`config.mk`:
```
export PLATFORM = sky130hd
export DESIGN_NAME = fuzzy_risk_scheduler
export DESIGN_NICKNAME = d
export VERILOG_FILES = /design/src/rtl/fuzzy_risk_scheduler.sv
export SDC_FILE = /design/constraint.sdc
export NUM_CORES = 1
export LEC_CHECK = 0
export CAP_MARGIN = 20
export CORE_MARGIN = 3
export CORE_UTILIZATION = 40
export DETAILED_ROUTE_END_ITERATION = 16
export PLACE_DENSITY = 0.78
export SLEW_MARGIN = 20
export SYNTH_ARGS = -nofsm -noshare
export SYNTH_HDL_FRONTEND = slang
export SYNTH_SLANG_ARGS = --single-unit
```
`constraint.sdc`:
```
create_clock -name clk -period 2.6 [get_ports clk]
set_clock_uncertainty 0.2 [all_clocks]
set_input_delay 0.26 -clock clk [delete_from_list [all_inputs] [get_ports clk]]
set_output_delay 0.26 -clock clk [all_outputs]
set_load 0.02 [all_outputs]
```
`src/rtl/fuzzy_risk_scheduler.sv`:
```
// Round-robin scheduler that shares one fuzzy risk engine among N_CH sensor channels,
// with an engine timeout and a per-channel alarm with hysteresis.
module fuzzy_risk_scheduler #(
    parameter  int unsigned N_CH    = 4,
    parameter  int unsigned TIMEOUT = 64,
    localparam int unsigned CHW     = $clog2(N_CH)
) (
    input  logic              clk,
    input  logic              rst_n,
    input  logic [N_CH-1:0]   ch_req,
    input  logic [8*N_CH-1:0] ch_rain,
    input  logic [8*N_CH-1:0] ch_soil,
    output logic [N_CH-1:0]   ch_ack,
    input  logic [7:0]        thr_hi,
    input  logic [7:0]        thr_lo,
    output logic              eng_start,
    output logic [7:0]        eng_rain,
    output logic [7:0]        eng_soil,
    input  logic              eng_done,
    input  logic [7:0]        eng_risk,
    output logic              res_valid,
    output logic [CHW-1:0]    res_ch,
    output logic [7:0]        res_risk,
    output logic              res_err,
    output logic [N_CH-1:0]   alarm,
    output logic              busy
);

    typedef enum logic [1:0] {IDLE, ISSUE, WAIT, REPORT} state_t;

    state_t          state_q, state_d;
    logic [CHW-1:0]  rr_q, grant_q, gnt;
    logic            found;
    logic [15:0]     timer_q;
    logic [7:0]      risk_q;
    logic            err_q;
    logic [7:0]      rain_sel, soil_sel, rain_clamp, soil_clamp;
    logic            expire;
    int unsigned     idx;

    // First requesting channel at or after the rr pointer, wrapping.
    always_comb begin
        found = 1'b0;
        gnt   = '0;
        idx   = 0;
        for (int unsigned i = 0; i < N_CH; i++) begin
            idx = (32'(rr_q) + i) % N_CH;
            if (!found && ch_req[idx[CHW-1:0]]) begin
                found = 1'b1;
                gnt   = idx[CHW-1:0];
            end
        end
    end

    assign rain_sel   = ch_rain[{gnt, 3'b000} +: 8];
    assign soil_sel   = ch_soil[{gnt, 3'b000} +: 8];
    assign rain_clamp = (rain_sel > 8'd100) ? 8'd100 : rain_sel;
    assign soil_clamp = (soil_sel > 8'd100) ? 8'd100 : soil_sel;

    // Abort when the incremented timer would reach TIMEOUT-1; last WAIT cycle still accepts done.
    assign expire = ({16'd0, timer_q} + 32'd1) >= (TIMEOUT - 32'd1);

    always_ff @(posedge clk) begin
        if (!rst_n) state_q <= IDLE;
        else        state_q <= state_d;
    end

    always_comb begin
        state_d = state_q;
        ch_ack  = '0;
        case (state_q)
            IDLE: begin
                if (found) begin
                    state_d = ISSUE;
                    if (rst_n) ch_ack[gnt] = 1'b1;
                end
            end
            ISSUE:   state_d = WAIT;
            WAIT:    if (eng_done || expire) state_d = REPORT;
            REPORT:  state_d = IDLE;
            default: state_d = IDLE;
        endcase
    end

    always_ff @(posedge clk) begin
        if (!rst_n) begin
            rr_q     <= '0;
            grant_q  <= '0;
            timer_q  <= '0;
            risk_q   <= '0;
            err_q    <= 1'b0;
            eng_rain <= '0;
            eng_soil <= '0;
            alarm    <= '0;
        end else begin
            case (state_q)
                IDLE: begin
                    if (found) begin
                        grant_q  <= gnt;
                        eng_rain <= rain_clamp;
                        eng_soil <= soil_clamp;
                    end
                end
                ISSUE: timer_q <= '0;
                WAIT: begin
                    if (eng_done) begin
                        risk_q <= eng_risk;
                        err_q  <= 1'b0;
                    end else if (expire) begin
                        risk_q <= '0;
                        err_q  <= 1'b1;
                    end else begin
                        timer_q <= timer_q + 16'd1;
                    end
                end
                REPORT: begin
                    rr_q <= (grant_q == CHW'(N_CH - 1)) ? '0 : grant_q + 1'b1;
                    if (!err_q) begin
                        if (risk_q >= thr_hi)     alarm[grant_q] <= 1'b1;
                        else if (risk_q < thr_lo) alarm[grant_q] <= 1'b0;
                    end
                end
                default: ;
            endcase
        end
    end

    assign eng_start = (state_q == ISSUE);
    assign res_valid = (state_q == REPORT);
    assign res_ch    = res_valid ? grant_q : '0;
    assign res_risk  = res_valid ? risk_q  : '0;
    assign res_err   = res_valid ? err_q   : 1'b0;
    assign busy      = (state_q != IDLE);

endmodule

```
==> impl_results.md <==
* Final hold vios at 0
* Pre-Repair DR Iteration Count at 6
* Clock buffer count from CTS at 5
* Fillcell total at 612
* Critical Path Source Type: register
* Ratio of cells with drive above 1 in the final layout at 0.162
* Layout net count at between 600 and 700
* Final Wtd Congestion at 0.857
* Initial antenna violation count at 0
* Crit. End Element: register
* Post-route ant nets at 0
* Synth Register Bits at ~50
* Critical path class: register to register
* Die Wd at a little under 100 µm
* Cell area after synthesis at ~3300 µm²
* Worst r2r src: timer_q[0]
* LEAKAGE at between 2 and 2.5 nW
* Ys flop type: dfxtp_1
* Post-Layout Cell Count at 657
* Die H at 97.2 µm
* Worst vdd ir at approximately 0.45 mV
* Worst skew pair latency at a little over 0.3 ns
* Core Rows at 32
* Synth unique cells at 57
* Core ar. at between 7000 and 8000 µm²
* Finish-stage setup viols at 0
* Largest net degree at the start of global routing at 30
* # diodes at 0
* Crit path DAT at roughly 2.6 ns
* CP Data Required Time at approximately 2.7 ns
* DRT iter0 DRCs at approximately 300
* Vias in the first global route at between 3000 and 4000
* Worst-Margin Slew at roughly 0.54 ns
* Port bufs at 132
* CP Launch Point: timer_q[0]
* Post-Synthesis Cells at 396
* Total grt overflow at 0
* Drt drc at 0
* Util after Layout at 0.665
* Syn Nets at around 520
* Tot Pwr at 2.97 mW
* Placed insts at between 600 and 700
* Count of final max-slew check failures at 0
* Syn. warnings at 0
* CTS tree: built
* Post-DP HPWL at ~8500 µm
* Synth Area per Inst at 8.40 µm²
* H-tree depth at 2
* Routed via count at around 3600
* Cts hold-fix bufs at 0
* Area share of the largest cell type after synthesis at 0.307
* Min Tclk post-route at between 2 and 3 ns
* EDFF count, synth at 0
* Layout area overhead at 57.7%
* Max-Slew Margin vs Limit at 0.634
* First-pass GRT wire length at approximately 18000 µm
* Root Buffer: clkbuf_8
* Tot GR Track Use at 0.224
* CTS clk-pin slew, worst paths at around 0.1 ns
* Largest cells by area after synthesis: dfxtp_1, ha_1, mux2i_1
* FFs w/ async S/R, synth at 0
* Longest Clk Path Bufs at 2
* CTS sink count at between 50 and 60
* Vias/cell at 5.43
* F_max at 0.395 GHz
* Die area at approximately 9500 µm²
* Min-Delay Path Class: register to register
* Register area share after synthesis at 0.307
* Outcome: complete, no violations
* Detailed-route wire length per cell at 16.5 µm
* Max cap viols at 0
* Setup TNS at 0 ns
* HP Start: timer_q[13]
* Yosys top cell by area: dfxtp_1
* Final wirelength at about 11000 µm
* Tcrit/Tclk final at 0.975
* Power per cell area at about 570 nW/µm²
* Initial Utilization at 0.422
* Boundary pin count at roughly 130
* Crit path max fanout at 5
-- cells in the mapped netlist (8+ instances only) --
master and instances:
a222oi_1 9, a32o_1 8, clkbuf_1 18, ha_1 25
nand3_1 8, and3_1 16, inv_1 28, dfxtp_1 51
a21oi_1 20, nand2_1 36, mux2i_1 20, a22o_1 8
o21ai_0 18, nor3_1 11, and2_1 14, a21boi_0 8
nor2_1 18
-- final cells by class --
type                       count  area, µm²  share of cell area
clock inverter                 3       43.8             0.00835
multi-input combinational    294       2220               0.422
timing repair buffer         174       1650               0.315
sequential                    51       1030               0.197
inverter                      28        105              0.0200
tap                          102        128              0.0243
clock buffer                   5       68.8              0.0131
-- report_power, final --
group / switching [mW] / internal (mW)
combinational: 0.739 / 0.692
clock: 0.277 / 0.287
sequential: 0.0904 / 0.882
total: 1.11 / 1.86
-- path summary, 6_finish.rpt --
path	slack [ns]	depth (start not counted)	to
setup reg to reg	0.07	8	timer_q[3]
hold reg to reg	0.26	2	timer_q[13]
hold / removal	0.26	2	timer_q[13]
setup / recovery	0.07	8	timer_q[3]
-- timing repair --
| action | in CTS | in global routing |
|---|---|---|
| pin swaps | 1 | 10 |
| setup buffers | 0 | 0 |
| cloned | 1 | 0 |
| endpoints found under the setup margin | 29 | 32 |
| gates resized for setup | 12 | 23 |
-- flip-flops by register name, summed over array words and instances, names as in the netlist, named ones only --
| signal | flops |
|---|---|
| grant_q | 2 |
| risk_q | 8 |
| rr_q | 2 |
| eng_rain | 8 |
| state_q | 2 |
| timer_q | 16 |
| err_q | 1 |
| eng_soil | 8 |
-- layout by cell type, fill, tap and decap left out, types with 3 or more instances in the layout --
| cell | instances |
|---|---|
| a21boi_0 | 8 |
| a21o_1 | 4 |
| o31ai_1 | 3 |
| o21a_1 | 7 |
| dfxtp_2 | 3 |
| nand2_1 | 35 |
| ha_1 | 23 |
| xor2_1 | 4 |
| nand3_1 | 7 |
| clkbuf_8 | 5 |
| or2_2 | 3 |
| and2_1 | 13 |
| a222oi_1 | 9 |
| a22o_1 | 8 |
| inv_1 | 27 |
| a31oi_1 | 6 |
| o21ai_0 | 17 |
| buf_4 | 40 |
| and3_1 | 16 |
| nor3_1 | 8 |
| nor3_2 | 4 |
| dlygate4sd2_1 | 3 |
| mux2i_1 | 20 |
| clkdlybuf4s50_1 | 127 |
| nor2b_1 | 3 |
| a21oi_1 | 20 |
| dfxtp_1 | 46 |
| mux2_2 | 3 |
| nand2b_1 | 4 |
| a32o_1 | 8 |
| nor2_1 | 18 |
-- critical path: stages (launching register included) --
cell and delay, ns:
dfxtp_4 0.40, buf_4 0.14, nand3_1 0.19, xor2_2 0.24
o21ai_2 0.10, or4_4 0.57, or3_4 0.40, nor3_4 0.12
o21a_1 0.11
-- through the flow --
stage	setup WS (ns)	hold WS [ns]	instance area (µm²)
final	0.0656	0.258	5250
after global routing	-0.0554	0.284	5250
after CTS	0.00587	0.263	5150
after detailed placement	-0.318	0.246	5010
after global placement	-0.188	0.240	5010
after floorplan	0.0137	0.193	3340
-- metal layers --
layer	wire, µm	vias up	track usage
met3	592	15	0.0424
met1	4780	1669	0.286
met2	5300	115	0.386
li1	-	1770	-
met5	0	-	0
met4	167	0	0.0618
-- cells by family (layout without fill, tap and decap cells) --
kind of cell | Yosys count | in the layout | synth area share
compound gates | 114 | 114 | 0.253
xor+xnor | 5 | 5 | 0.0132
fa+ha+maj | 25 | 25 | 0.0940
buf+inv | 52 | 210 | 0.0628
flops | 51 | 51 | 0.307
mux | 23 | 23 | 0.0703
simple gates | 126 | 127 | 0.200
No activity file was read; power rests on OpenSTA's default activity.
